===== src/rtl/adma_dm_axi_ar.sv =====
// Read-address issuer: round-robin picks a channel descriptor, splits it into INCR bursts
// (<= ATX_MAX_LEN beats, never crossing 4KB), drives AXI AR and pushes {chn,id,len} to the R stage.
module adma_dm_axi_ar #(
   parameter int DMA_CHN_NUM    = 4,
   parameter int MST_ID_W       = 5,
   parameter int SRC_ADDR_W     = 32,
   parameter int ATX_LEN_W      = 8,
   parameter int ATX_SIZE_W     = 3,
   parameter int ATX_SRC_DATA_W = 256,
   parameter int ATX_MAX_LEN    = 16,
   parameter int XFER_LEN_W     = 16,
   parameter int DMA_CHN_NUM_W  = (DMA_CHN_NUM > 1) ? $clog2(DMA_CHN_NUM) : 1
) (
   input  logic                              clk,
   input  logic                              rst,
   input  logic [DMA_CHN_NUM-1:0]            req_vld,
   output logic [DMA_CHN_NUM-1:0]            req_rdy,
   input  logic [DMA_CHN_NUM*SRC_ADDR_W-1:0] req_addr,
   input  logic [DMA_CHN_NUM*XFER_LEN_W-1:0] req_len,
   input  logic [DMA_CHN_NUM*MST_ID_W-1:0]   atx_id,
   output logic [DMA_CHN_NUM-1:0]            chn_done,
   output logic [DMA_CHN_NUM_W-1:0]          atx_chn_id,
   output logic [MST_ID_W-1:0]               atx_arid,
   output logic [ATX_LEN_W-1:0]              atx_arlen,
   output logic                              atx_vld,
   input  logic                              atx_rdy,
   output logic [MST_ID_W-1:0]               m_arid_o,
   output logic [SRC_ADDR_W-1:0]             m_araddr_o,
   output logic [ATX_LEN_W-1:0]              m_arlen_o,
   output logic [ATX_SIZE_W-1:0]             m_arsize_o,
   output logic [1:0]                        m_arburst_o,
   output logic                              m_arvalid_o,
   input  logic                              m_arready_i
);
   localparam int BEAT_B = ATX_SRC_DATA_W / 8;
   localparam int BSH    = $clog2(BEAT_B);
   localparam int LW     = XFER_LEN_W + 1;
   localparam int CW     = DMA_CHN_NUM_W;

   typedef enum logic [1:0] {IDLE, CALC, ISSUE} state_t;

   state_t                  state_q, state_d;
   logic [CW-1:0]           rr_q, rr_d, cur_chn_q, cur_chn_d;
   logic [SRC_ADDR_W-1:0]   cur_addr_q, cur_addr_d;
   logic [XFER_LEN_W-1:0]   rem_q, rem_d;
   logic [MST_ID_W-1:0]     cur_id_q, cur_id_d;
   logic [LW-1:0]           beats_q, beats_d;
   logic [ATX_LEN_W-1:0]    arlen_q, arlen_d;
   logic                    ar_done_q, ar_done_d, atx_done_q, atx_done_d;
   logic [DMA_CHN_NUM-1:0]  chn_done_q, chn_done_d;

   logic                    gnt_found;
   logic [CW-1:0]           gnt_idx;
   logic [LW-1:0]           bnd, rem_ext, max_ext, min_rm, beats_c;
   logic                    ar_hs, atx_hs;

   // Walk from the highest offset down so the lowest offset from rr_q wins.
   always_comb begin
      gnt_found = 1'b0;
      gnt_idx   = '0;
      for (int i = DMA_CHN_NUM - 1; i >= 0; i--) begin
         if (req_vld[(int'(rr_q) + i) % DMA_CHN_NUM]) begin
            gnt_found = 1'b1;
            gnt_idx   = CW'((int'(rr_q) + i) % DMA_CHN_NUM);
         end
      end
   end

   // Beats left before the next 4KB boundary, at full width so nothing truncates before the min.
   assign bnd     = LW'((13'd4096 - {1'b0, cur_addr_q[11:0]}) >> BSH);
   assign rem_ext = LW'(rem_q);
   assign max_ext = LW'(ATX_MAX_LEN);
   assign min_rm  = (rem_ext < max_ext) ? rem_ext : max_ext;
   assign beats_c = (min_rm < bnd) ? min_rm : bnd;

   assign ar_hs  = m_arvalid_o & m_arready_i;
   assign atx_hs = atx_vld & atx_rdy;

   always_ff @(posedge clk or posedge rst) begin
      if (rst) begin
         state_q    <= IDLE;
         rr_q       <= '0;
         cur_chn_q  <= '0;
         cur_addr_q <= '0;
         rem_q      <= '0;
         cur_id_q   <= '0;
         beats_q    <= '0;
         arlen_q    <= '0;
         ar_done_q  <= 1'b0;
         atx_done_q <= 1'b0;
         chn_done_q <= '0;
      end else begin
         state_q    <= state_d;
         rr_q       <= rr_d;
         cur_chn_q  <= cur_chn_d;
         cur_addr_q <= cur_addr_d;
         rem_q      <= rem_d;
         cur_id_q   <= cur_id_d;
         beats_q    <= beats_d;
         arlen_q    <= arlen_d;
         ar_done_q  <= ar_done_d;
         atx_done_q <= atx_done_d;
         chn_done_q <= chn_done_d;
      end
   end

   always_comb begin
      state_d    = state_q;
      rr_d       = rr_q;
      cur_chn_d  = cur_chn_q;
      cur_addr_d = cur_addr_q;
      rem_d      = rem_q;
      cur_id_d   = cur_id_q;
      beats_d    = beats_q;
      arlen_d    = arlen_q;
      ar_done_d  = ar_done_q;
      atx_done_d = atx_done_q;
      chn_done_d = '0;
      case (state_q)
         IDLE: begin
            if (gnt_found) begin
               cur_chn_d  = gnt_idx;
               cur_addr_d = req_addr[gnt_idx*SRC_ADDR_W +: SRC_ADDR_W];
               rem_d      = req_len[gnt_idx*XFER_LEN_W +: XFER_LEN_W];
               cur_id_d   = atx_id[gnt_idx*MST_ID_W +: MST_ID_W];
               rr_d       = (gnt_idx == CW'(DMA_CHN_NUM - 1)) ? '0 : gnt_idx + 1'b1;
               if (rem_d == '0) chn_done_d[gnt_idx] = 1'b1;
               else             state_d = CALC;
            end
         end
         CALC: begin
            beats_d = beats_c;
            arlen_d = ATX_LEN_W'(beats_c - 1'b1);
            state_d = ISSUE;
         end
         ISSUE: begin
            ar_done_d  = ar_done_q | ar_hs;
            atx_done_d = atx_done_q | atx_hs;
            if (ar_done_d && atx_done_d) begin
               cur_addr_d = cur_addr_q + (SRC_ADDR_W'(beats_q) << BSH);
               rem_d      = rem_q - beats_q[XFER_LEN_W-1:0];
               ar_done_d  = 1'b0;
               atx_done_d = 1'b0;
               if (rem_d == '0) begin
                  chn_done_d[cur_chn_q] = 1'b1;
                  state_d = IDLE;
               end else begin
                  state_d = CALC;
               end
            end
         end
         default: state_d = IDLE;
      endcase
   end

   // req_rdy is combinational from req_vld, so it must be masked while reset is held.
   always_comb begin
      req_rdy = '0;
      if (state_q == IDLE && gnt_found && !rst) req_rdy[gnt_idx] = 1'b1;
      m_arvalid_o = (state_q == ISSUE) && !ar_done_q;
      atx_vld     = (state_q == ISSUE) && !atx_done_q;
   end

   assign chn_done    = chn_done_q;
   assign atx_chn_id  = cur_chn_q;
   assign atx_arid    = cur_id_q;
   assign atx_arlen   = arlen_q;
   assign m_arid_o    = cur_id_q;
   assign m_araddr_o  = cur_addr_q;
   assign m_arlen_o   = arlen_q;
   assign m_arsize_o  = ATX_SIZE_W'(BSH);
   assign m_arburst_o = 2'b01;

endmodule


===== config.mk =====
export PLATFORM = sky130hd
export DESIGN_NAME = adma_dm_axi_ar
export DESIGN_NICKNAME = d
export VERILOG_FILES = /design/src/rtl/adma_dm_axi_ar.sv
export SDC_FILE = /design/constraint.sdc
export NUM_CORES = 1
export LEC_CHECK = 0
export BUFFER_PORTS_ARGS = -buffer_cell sky130_fd_sc_hd__buf_2
export CAP_MARGIN = 0
export CORE_ASPECT_RATIO = 0.5
export CORE_MARGIN = 2
export CORE_UTILIZATION = 56
export CTS_BUF_LIST = sky130_fd_sc_hd__clkbuf_4
export DETAILED_ROUTE_END_ITERATION = 6
export HOLD_SLACK_MARGIN = 0.06
export PLACE_DENSITY = 0.86
export SYNTH_ARGS = -nofsm -noshare
export SYNTH_HDL_FRONTEND = slang
export SYNTH_SLANG_ARGS = --single-unit

===== constraint.sdc =====
create_clock -name clk -period 9.3 [get_ports clk]
set_input_delay 0.93 -clock clk [delete_from_list [all_inputs] [get_ports clk]]
set_output_delay 0.93 -clock clk [all_outputs]
set_load 0.03 [all_outputs]

* Yosys cells after proc, flatten, opt, wreduce, memory -nomap -nowiden
Cells that the tools add are included.
** Word-level totals
- Bits in registers :: 89
- Latch bits :: 0
- RAM bits :: 0
- Bits in read-only memories :: 0
- Bits of input ports :: 220
- Memories kept :: 0
** Operators by class
- $add $sub $neg :: 8
- $mul :: 1
- Div/mod/pow operators :: 0
- $lt $le $gt $ge :: 10
- Equality and inequality tests :: 6
- Shifts and indexed selects :: 3
- Mux-type cells :: 45
- Bitwise logic cells :: 7
- Reduce and logical (&&, ||, !) cells :: 20
** Operator list (count)
- indexed part select 128 x 8 -> 32 bit :: 1
- 2-to-1 mux 16 bit :: 4
- 2-to-1 mux 32 bit :: 2
- case mux 32 bit (2 select lines) :: 1
- indexed part select 64 x 7 -> 16 bit :: 1
- adder 32 x 21 -> 32 bit :: 1
- logical NOT 16 bit :: 2
- case mux 16 bit (2 select lines) :: 1
- 2-to-1 mux 4 bit :: 5
- indexed part select 20 x 6 -> 5 bit :: 1
- less-than comparator 16 x 12 -> 1 bit :: 1
- less-than comparator 16 x 5 -> 1 bit, second input constant :: 1
- 2-to-1 mux 1 bit :: 16
- 2-to-1 mux 2 bit :: 8
- subtractor 16 bit :: 1
- subtractor 13 x 12 -> 14 bit, first input constant :: 1
- less-than comparator 3 x 4 -> 1 bit, second input constant :: 3
- less-than comparator 2 x 3 -> 1 bit, second input constant :: 3
- binary-select mux 1 bit (select 2 bit) :: 4
- case mux 4 bit (2 select lines) :: 1
- subtractor 8 x 1 -> 8 bit, second input constant :: 1
- logical AND 1 bit :: 7
- inequality test 2 bit, second input constant :: 3
- case mux 2 bit (3 select lines) :: 1
- 16 further kinds :: 30

* Longest topological paths before layout
Gate-level depths: netlist of the first run.
- Depth in word-level cells :: 17
- Mapped depth :: 18
- Depth with buffers taken out :: 18

* Worst setup path after synthesis of the first run
No wires, ideal clock.
- Kind :: input to output
- Start :: input port rst
- End :: output port req_rdy[0]
- Arrival :: 3.385 ns
- Slack :: 4.985 ns
- Stages on the path :: 2
- Buffers on the path :: 0
- Cells stage by stage :: inv_1 and3_1
** Between the ends
- Cells in the longest elaborated chain, start to end :: 3
** RTL lines
- from (decl) :: line 15 : input logic rst,
- logical NOT 1 bit :: line 159 : if (state_q == IDLE && gnt_found && !rst) req_rdy[gnt_idx] = 1'b1;
- logical AND 1 bit :: line 159
- 2-to-1 mux 4 bit :: line 159
- to (decl) :: line 17 : output logic [DMA_CHN_NUM-1:0] req_rdy,
No other way between the ends.

* Worst setup path in the final report of the first run
- Start :: register cur_addr_q[2], in the netlist m_araddr_o[2]
- End :: register arlen_q[6], in the netlist atx_arlen[6]
** Between the ends
- Cells in the longest elaborated chain, start to end :: 4
** RTL lines
- from (decl) :: line 44 : logic [SRC_ADDR_W-1:0] cur_addr_q, cur_addr_d;
- from (signal assigned) :: line 96 : cur_addr_q <= cur_addr_d;
- subtractor 13 x 12 -> 14 bit * :: line 70 : assign bnd = LW'((13'd4096 - {1'b0, cur_addr_q[11:0]}) >> BSH);
- less-than comparator 16 x 12 -> 1 bit :: line 74 : assign beats_c = (min_rm < bnd) ? min_rm : bnd;
- 2-to-1 mux 16 bit * :: line 74
- subtractor 8 x 1 -> 8 bit * :: line 133 : arlen_d = ATX_LEN_W'(beats_c - 1'b1);
- to (signal assigned) :: line 100 : arlen_q <= arlen_d;
- to (decl) :: line 48 : logic [ATX_LEN_W-1:0] arlen_q, arlen_d;
Mark *: on every way between the ends. The rest lies on a longest branch, timed or not.
A chain may end at the register's enable or synchronous reset.

==> out/qor.csv, run 1 <==
metric,value,unit
finalWorstSetupSlack,4.46,ns
mostFrequentLayoutCell,buf_2,
fmax,206,MHz
rows,30,
track_usage,0.354,
ctsHoldBuffers,0,
die_area,0.0154,sq mm
fin_tns_setup,0,ns
drv_slew,0,
tightest_slew,1.06,ns
numCtsBuffers,9,
routed_via_density,6.06,
peakVddDrop,0.000173,V
fin_crit_sh,0.521,
place_inst,1531,
synth.yosys.seq_area_share,0.278,
path_depth,16,
path_clk_slew,0.15,ns
synth_warnings,0,
cp-end-kind,flop,
num_io_pins,295,
antenna_left,0,
die_x,173,um
syn_area_per_cell,7.18,sq um
ctsLongestPathBuffers,2,
cts_resized,0,
startpoint_type,flop,
wl_per_cell,18.0,um
syn-cell-area,0.00802,sq mm
cp.required,9.68,ns
routed_wl,27800,um
synth-main-ff-cell,dfrtp_1,
start_util,0.582,
critPathSlowestCell,or4_1,
crit_arrival,5.22,ns
path_cells,or4_1 > nor4_1 > nand2_1 > or2_2 > nand2_1 > ha_1 > a21o_1 > a311o_1 > o21ai_0 > a21oi_2 > mux2_2 > ha_1 > nand3_1 > xor2_1 > a21oi_1 > o21ai_0,
area_growth,18.9,%
fin_cells,1549,
path_delay_family,simple AND/OR/NAND/NOR gates,
grt_pass1_wl,43200,um
clk_latency,0.46,ns
cts_num_sinks,89,
dp_hpwl,21200,um
ys_ff_latch,89,
hold_viol_final,0,
relSlewSlack,0.290,
cts_max_level,3,
whs,0.368,ns
total_power,3500,uW
hp-class,in2async,
antenna_found_initial,3,
critPathMaxStageDelay,0.71,ns
drcViolationCount,0,
crit_buf_inv,0,
post_cts.repair.setup_buffers,0,
dp_slack,4.58,ns
synth_cell_types,73,
max-cap-violations,0,
skew,0.0162,ns
grt_pass1_vias,8623,
crit_fanout,17,
leakagePower,0.00484,uW
dieHeight,88.6,um
synth-async-reset-ratio,1.00,
dr.pass1.iters,5,
layout_common_cells,"buf_2, nand2_1, nand3_1, dfrtp_1, o21ai_0",
setup_viol,0,
grt_overflow,0,
netlist_instances,1118,
worstRegToRegCells,16,
p_per_area,367,mW/mm^2
grt_start_max_net_pins,95,
via_count,9381,
cts_tree,yes,
post-route-min-period,4.84,ns
core,0.0138,sq mm
status,"finished, final reports clean",
synth-edff-count,0,
drive_gt1_frac,0.251,
place_congestion,0.938,
fin_nets,1614,
rsz0062_at_grt,false,
clockRootBuffer,clkbuf_4,
crit_type,reg2reg,
n_fill_cell,1249,
dr.first_iter.drc_count,848,
portBuffers,289,
==> power breakdown <==
group          switching, uW  leakage, uW  internal [uW]
registers                208      0.00111            552
logic                   1640      0.00366            873
clock network            143    0.0000661           83.2
total                   1990      0.00484           1510
==> synthesized netlist by cell type, types with 7 or more instances <==
| master | count | share of area |
|---|---|---|
| nor2_1 | 63 | 0.029 |
| o21ai_0 | 66 | 0.041 |
| a21oi_1 | 49 | 0.031 |
| ha_1 | 42 | 0.066 |
| a211oi_1 | 37 | 0.035 |
| xnor2_1 | 21 | 0.023 |
| dfrtp_1 | 89 | 0.28 |
| and3_1 | 49 | 0.038 |
| nor4_1 | 8 | 0.0062 |
| nor2b_1 | 10 | 0.0078 |
| a31oi_1 | 17 | 0.013 |
| clkbuf_1 | 46 | 0.022 |
| xor2_1 | 10 | 0.011 |
| inv_1 | 46 | 0.022 |
| a211o_1 | 7 | 0.0076 |
| buf_4 | 18 | 0.017 |
| nor3_1 | 19 | 0.012 |
| nand3_1 | 107 | 0.067 |
| o22ai_1 | 15 | 0.012 |
| nand2_1 | 255 | 0.12 |
| a21o_1 | 9 | 0.0084 |
| buf_1 | 8 | 0.0037 |
| buf_2 | 7 | 0.0044 |
==> final cells by class <==
type,count,area (sq um),area share
antenna,3,7.51,0.000787
clock inverter,5,57.6,0.00603
multi-input combinational,902,5230,0.548
clock buffer,10,75.1,0.00787
timing repair buffer,299,1520,0.159
inverter,49,185,0.0194
tap,192,240,0.0252
sequential,89,2230,0.233
==> worst paths after layout <==
path / startpoint / to / slack, ns
max in group asynchronous: rst / m_araddr_o[8] / 7.61
min: rst / atx_arid[4] / 0.37
min reg2reg: atx_arlen[7] / atx_arlen[7] / 0.51
max reg2reg: m_araddr_o[2] / atx_arlen[6] / 4.46
max: m_araddr_o[2] / atx_arlen[6] / 4.46
min in group clk: atx_arlen[7] / atx_arlen[7] / 0.51
==> state kept, by name, summed over array words and instances (netlist names) <==
register,flops
ar_done_q,1
atx_arid,5
atx_arlen,8
atx_chn_id,2
atx_done_q,1
beats_q,16
chn_done,4
m_araddr_o,32
rem_q,16
rr_q,2
state_q,2
==> cell families after synthesis <==
family          after synthesis  share of synthesized area
xor+xnor                     31                     0.0338
other cells                   2                   0.000936
buf+inv                     133                     0.0756
fa+ha+maj                    44                     0.0705
compound gates              266                      0.220
flops                        89                      0.278
mux                           6                    0.00780
simple gates                547                      0.313
==> metal layers <==
layer  GRT usage  routed length, um
met3      0.0954               2540
met1       0.459              12000
met2       0.593              12700
met5           0                 11
met4      0.0971                575
==> per-stage QoR <==
stage | instance area [sq um] | util
final | 9540 | 0.693
after global routing | 9540 | 0.692
after CTS | 9530 | 0.692
after detailed placement | 9400 | 0.682
after global placement | 9400 | 0.682
after floorplan | 8050 | -
Note: power is estimated with default switching activity, not from simulation.
==> run 2, diff against run 1 <==
ABC_AREA = 1   (was unset)
CORE_UTILIZATION = 47   (was 56)
PLACE_DENSITY = 0.76   (was 0.86)
clock period = 4.1 ns   (was 9.3 ns; I/O delays follow)
==> run 2 against run 1 <==
  * Combinational power rose to 3.1 times the previous value
  * Utilization shrank 11 points
  * Count of clock-buffer cells in the layout shrank 1
  * First-iteration DRC count decreased by 6.7%
  * Routed wire length is 0.97% higher
  * Synthesized cell count rose by 11%
  * Die area rose by 20%
  * Critical path depth decreased by 4
  * Critical path type is now reg2out
==> out/qor.csv, run 2 <==
metric,value,unit,change
skew,0.0338,ns,was 0.0162 ns
synth-edff-count,0,,unchanged
max-cap-violations,0,,unchanged
cts_tree,yes,,unchanged
num_antenna_cells,0,,was 3
critPathMaxStageDelay,0.69,ns,was 0.71 ns
synth_warnings,0,,unchanged
cp-end-kind,output port,,was flop
area_growth,19.2,%,was 18.9%
routed_wl,28100,um,was 27800 um
post_cts.repair.setup_buffers,0,,unchanged
syn_area_per_cell,6.54,sq um,was 7.18 sq um
place_congestion,0.970,,was 0.938
rsz0062_at_grt,false,,unchanged
fin_crit_sh,0.904,,
wl_met1,12600,um,was 12000 um
cts_max_level,3,,unchanged
synth-async-reset-ratio,1.00,,unchanged
peakVddDrop,0.000613,V,was 0.000173 V
startpoint_type,flop,,unchanged
mostFrequentLayoutCell,buf_2,,unchanged
tightest_slew,0.941,ns,was 1.06 ns
yosys-top-cells-count,"nand2_1, nor2_1, o21ai_0, inv_1, dfrtp_1",,"was nand2_1, nand3_1, dfrtp_1, o21ai_0, nor2_1"
die_x,190,um,was 173 um
rows,33,,was 30
fin_nets,1749,,was 1614
layout_common_cells,"buf_2, nand2_1, nor2_1, o21ai_0, inv_1",,"was buf_2, nand2_1, nand3_1, dfrtp_1, o21ai_0"
grt_start_max_net_pins,66,,was 95
synth-main-ff-cell,dfrtp_1,,unchanged
track_usage,0.304,,was 0.354
dr.first_iter.drc_count,791,,was 848
grt_overflow,0,,unchanged
dieHeight,96.9,um,was 88.6 um
num_io_pins,295,,unchanged
grt_pass1_vias,8909,,was 8623
post-route-min-period,3.71,ns,
path_delay_family,simple AND/OR/NAND/NOR gates,,unchanged
ys_ff_latch,89,,unchanged
cts_resized,0,,unchanged
relSlewSlack,0.373,,was 0.290
rr_startpoint,m_araddr_o[2],,unchanged
setup_viol,0,,unchanged
critPathSlowestCell,dfrtp_1,,was or4_1
yosys.area.top_type_share,0.274,,was 0.278
synth.yosys.seq_area_share,0.274,,was 0.278
ctsHoldBuffers,0,,unchanged
hold_viol_final,0,,unchanged
antenna_found_initial,0,,was 3
top_layer,met4,,was met5
crit_type,reg2out,,was reg2reg
drive_gt1_frac,0.239,,was 0.251
via_count,9439,,was 9381
routed_via_density,5.50,,was 6.06
wl_per_cell,16.4,um,was 18.0 um
dr.pass1.iters,6,,was 5
die_area,0.0184,sq mm,was 0.0154 sq mm
hp-class,in2async,,unchanged
grt_pass1_wl,44700,um,was 43200 um
n_fill_cell,1707,,was 1249
yosysTopAreaCell,dfrtp_1,,unchanged
seq_area,0.00223,sq mm,unchanged
core,0.0166,sq mm,was 0.0138 sq mm
cts_num_sinks,89,,unchanged
clockRootBuffer,clkbuf_4,,unchanged
drv_slew,0,,unchanged
leakagePower,0.00504,uW,was 0.00484 uW
fin_util,0.582,,was 0.693
crit_buf_inv,5,,was 0
dp_slack,0.286,ns,was 4.58 ns
synth_cell_types,50,,was 73
whs,0.0704,ns,was 0.368 ns
crit_arrival,3.30,ns,was 5.22 ns
syn-cell-area,0.00812,sq mm,was 0.00802 sq mm
worstSetupStartpoint,rr_q[0],,was m_araddr_o[2]
routed-wl-met3,2390,um,was 2540 um
netlist_instances,1241,,was 1118
path_clk_slew,0.15,ns,about the same
multi_input_area,0.00507,sq mm,was 0.00523 sq mm
fin_tns_setup,0,ns,unchanged
portBuffers,289,,unchanged
cp.required,3.69,ns,was 9.68 ns
status,"finished, final reports clean",,unchanged
yosysMostFrequentCell,nand2_1,,unchanged
drcViolationCount,0,,unchanged
clk_latency,0.50,ns,was 0.46 ns
antenna_left,0,,unchanged
numCtsBuffers,9,,unchanged
wl_met2,12800,um,was 12700 um
start_util,0.488,,was 0.582
fmax,270,MHz,
finalWorstSetupSlack,0.393,ns,was 4.46 ns
crit_fanout,31,,was 17
ctsLongestPathBuffers,2,,unchanged
path_cells,inv_4 > nand2_1 > nand3_1 > nand2_1 > inv_2 > nand3_2 > nand2_4 > inv_2 > ha_1 > inv_1 > nor2_1 > buf_2,,was or4_1 > nor4_1 > nand2_1 > or2_2 > nand2_1 > ha_1 > a21o_1 > a311o_1 > o21ai_0 > a21oi_2 > mux2_2 > ha_1 > nand3_1 > xor2_1 > a21oi_1 > o21ai_0
largest_reg_flops,32,,unchanged
worstRegToRegCells,19,,was 16
dp_hpwl,22000,um,was 21200 um
p_per_area,1020,mW/mm^2,was 367 mW/mm^2
path_depth,12,,was 16
synth_area_leaders,"dfrtp_1, nand2_1, nor2_1",,"was dfrtp_1, nand2_1, nand3_1"
==> run 2: cell count changes after synthesis, moves of 20 or more <==
cell and change:
o21ai_0 +38, a211oi_1 -33, inv_1 +56, clkbuf_1 -20, and3_1 -49, a21oi_1 +28, nor2_1 +139, nand3_1 -21
==> run 2: routing by layer <==
metal	vias up	global-route usage
li1	4619	-
met1	4388	0.431
met2	401	0.490
met3	31	0.0548
met4	0	0.0471
met5	-	0
==> run 2: layout make-up <==
cell class                      instances  share of cell area
Multi-Input combinational cell        972               0.524
Sequential cell                        89               0.230
Clock buffer                            9             0.00698
Inverter                              111              0.0434
Clock inverter                          7             0.00543
Timing Repair Buffer                  302               0.161
Tap cell                              227              0.0293
==> run 2: kinds of logic (layout without fill, tap and decap cells) <==
logic type,after synthesis,count (layout),synth area share
AO/OA/AOI/OAI,280,280,0.199
buffers and inverters,186,429,0.105
XOR/XNOR,26,26,0.0280
adder cells (fa/ha/maj),44,44,0.0697
other,2,8,0.000925
flip-flops,89,89,0.274
AND/OR/NAND/NOR,614,614,0.323
==> run 2: stage by stage <==
step	power, uW	std cells	instance area [sq um]
finish	9890	1717	9680
global route	10800	1717	9680
CTS	9770	1717	9670
detailed placement	9270	1701	9550
global placement	9120	1701	9550
floorplan	7420	1247	8140
==> run 2: final timing paths <==
check,endpoint,slack [ns]
max,req_rdy[2],0.39
min,m_araddr_o[2],0.07
max reg2reg,atx_arlen[2],0.40
min reg2reg,atx_arlen[1],0.53
max in group asynchronous,atx_arlen[0],2.97
min in group clk,atx_done_q,0.20
==> run 2: power breakdown <==
group / internal [uW] / switching, uW
Combinational: 2410 / 5300
Clock: 129 / 348
Sequential: 1280 / 430
Total: 3820 / 6080
==> run 3, diff against run 2 <==
CORE_ASPECT_RATIO = 1.4   (was 0.5)
TNS_END_PERCENT = 100   (was unset)
==> run 3 against run 2 <==
  * Utilization down 0.62 points
  * Clock skew fell by 0.013 ns
  * Hold slack improved by 0.074 ns
  * Final cell count shrank 1.0%
  * Largest cell class unchanged
  * Via count is 0.76% lower
  * Largest power group unchanged
==> out/qor.csv, run 3 (synthesis gave the netlist of run 2 again) <==
metric,value,unit,change
fin_tns_setup,0,ns,unchanged
dr.first_iter.drc_count,695,,was 791
routed_wl,27900,um,was 28100 um
mostFrequentLayoutCell,buf_2,,unchanged
ctsLongestPathBuffers,2,,unchanged
dieHeight,160,um,was 96.9 um
numCtsBuffers,9,,unchanged
skew,0.0213,ns,was 0.0338 ns
crit_fanout,38,,was 31
wl_met2,13800,um,was 12800 um
drcViolationCount,0,,unchanged
routed-wl-met3,1620,um,was 2390 um
num_io_pins,295,,unchanged
path_clk_slew,0.15,ns,about the same
wl_met1,11400,um,was 12600 um
core,0.0168,sq mm,was 0.0166 sq mm
portBuffers,289,,unchanged
relSlewSlack,0.449,,was 0.373
final_area,0.00968,sq mm,about the same
cts_resized,0,,unchanged
setup_viol,0,,unchanged
hp-class,in2async,,unchanged
area_growth,19.2,%,about the same
die_area,0.0184,sq mm,about the same
whs,0.144,ns,was 0.0704 ns
crit_arrival,3.39,ns,was 3.30 ns
p_per_area,1010,mW/mm^2,was 1020 mW/mm^2
die_x,115,um,was 190 um
post-route-min-period,3.80,ns,was 3.71 ns
grt_overflow,0,,unchanged
fmax,263,MHz,was 270 MHz
cp-end-kind,output port,,unchanged
dr.pass1.iters,6,,unchanged
grt_start_max_net_pins,69,,was 66
grt_pass1_vias,8794,,was 8909
fin_nets,1752,,was 1749
cts_tree,yes,,unchanged
routed_via_density,5.51,,was 5.50
fin_crit_sh,0.926,,was 0.904
crit_type,reg2out,,unchanged
post_cts.repair.setup_buffers,0,,unchanged
leakagePower,0.00505,uW,was 0.00504 uW
drv_slew,0,,unchanged
clockRootBuffer,clkbuf_4,,unchanged
n_fill_cell,1698,,was 1707
ctsHoldBuffers,0,,unchanged
wl_per_cell,16.4,um,about the same
top_layer,met4,,unchanged
place_congestion,0.912,,was 0.970
via_count,9367,,was 9439
peakVddDrop,0.000639,V,was 0.000613 V
placed_cell_area,0.00955,sq mm,about the same
cts_max_level,3,,unchanged
cp.required,3.69,ns,about the same
track_usage,0.303,,was 0.304
rows,56,,was 33
startpoint_type,flop,,unchanged
clk_latency,0.48,ns,was 0.50 ns
layout_common_cells,"buf_2, nand2_1, nor2_1, o21ai_0, inv_1",,unchanged
rsz0062_at_grt,false,,unchanged
max-cap-violations,0,,unchanged
start_util,0.483,,was 0.488
dp_hpwl,22000,um,about the same
antenna_found_initial,3,,was 0
drive_gt1_frac,0.239,,about the same
hold_viol_final,0,,unchanged
cts_num_sinks,89,,unchanged
largest_reg_flops,32,,unchanged
status,"finished, final reports clean",,unchanged
tightest_slew,0.824,ns,was 0.941 ns
grt_pass1_wl,44200,um,was 44700 um
antenna_left,0,,unchanged
-- run 3: cell type report --
type	instances	area, sq um	area share
inverter	111	425	0.0439
tap	203	254	0.0262
multi-input combinational	972	5080	0.524
timing repair buffer	305	1580	0.163
clock buffer	12	90.1	0.00931
antenna	3	7.51	0.000775
sequential	89	2230	0.230
clock inverter	4	20.0	0.00207
-- run 3: layer usage --
layer / global-route usage / vias up
met4: 0.131 / 0
met2: 0.521 / 361
met5: 0 / -
met1: 0.376 / 4321
met3: 0.0392 / 59
li1: - / 4626
-- run 3: critical path, cell delays in order, from the launching register on --
cell and delay [ns]:
dfrtp_1 0.67, nand2_1 0.18, nand3_1 0.16, nand2_1 0.08, inv_2 0.07, nand3_2 0.38
nand2_4 0.50, buf_4 0.31, ha_1 0.17, inv_1 0.08, nor2_1 0.10, buf_2 0.20
-- run 3: final timing paths --
path / from / end / slack (ns) / cells past startpoint
worst min register to register: atx_arlen[7] / atx_arlen[7] / 0.52 / 2
worst min-delay path: rst / m_araddr_o[17] / 0.14 / 3
max in group asynchronous: rst / rem_q[8] / 2.90 / 4
worst max-delay path: rr_q[0] / req_rdy[3] / 0.30 / 11
min in group clk: req_addr[68] / m_araddr_o[4] / 0.19 / 3
worst max register to register: m_araddr_o[2] / atx_arlen[4] / 0.42 / 20
-- run 3: power by group --
part	switching (uW)	total [uW]	internal (uW)
clock	316	457	141
sequential	420	1700	1280
combinational	5140	7580	2440
-- run 3: per-stage QoR --
step                      utilization  worst slack (ns)  power (uW)  std cells
final                           0.576             0.302        9730       1699
after global routing            0.576            0.0463       10700       1698
after CTS                       0.574            0.0520        9660       1696
after detailed placement        0.568             0.292        9170       1680
after global placement          0.568             0.413        9070       1680
after floorplan                     -             0.401        7420       1247
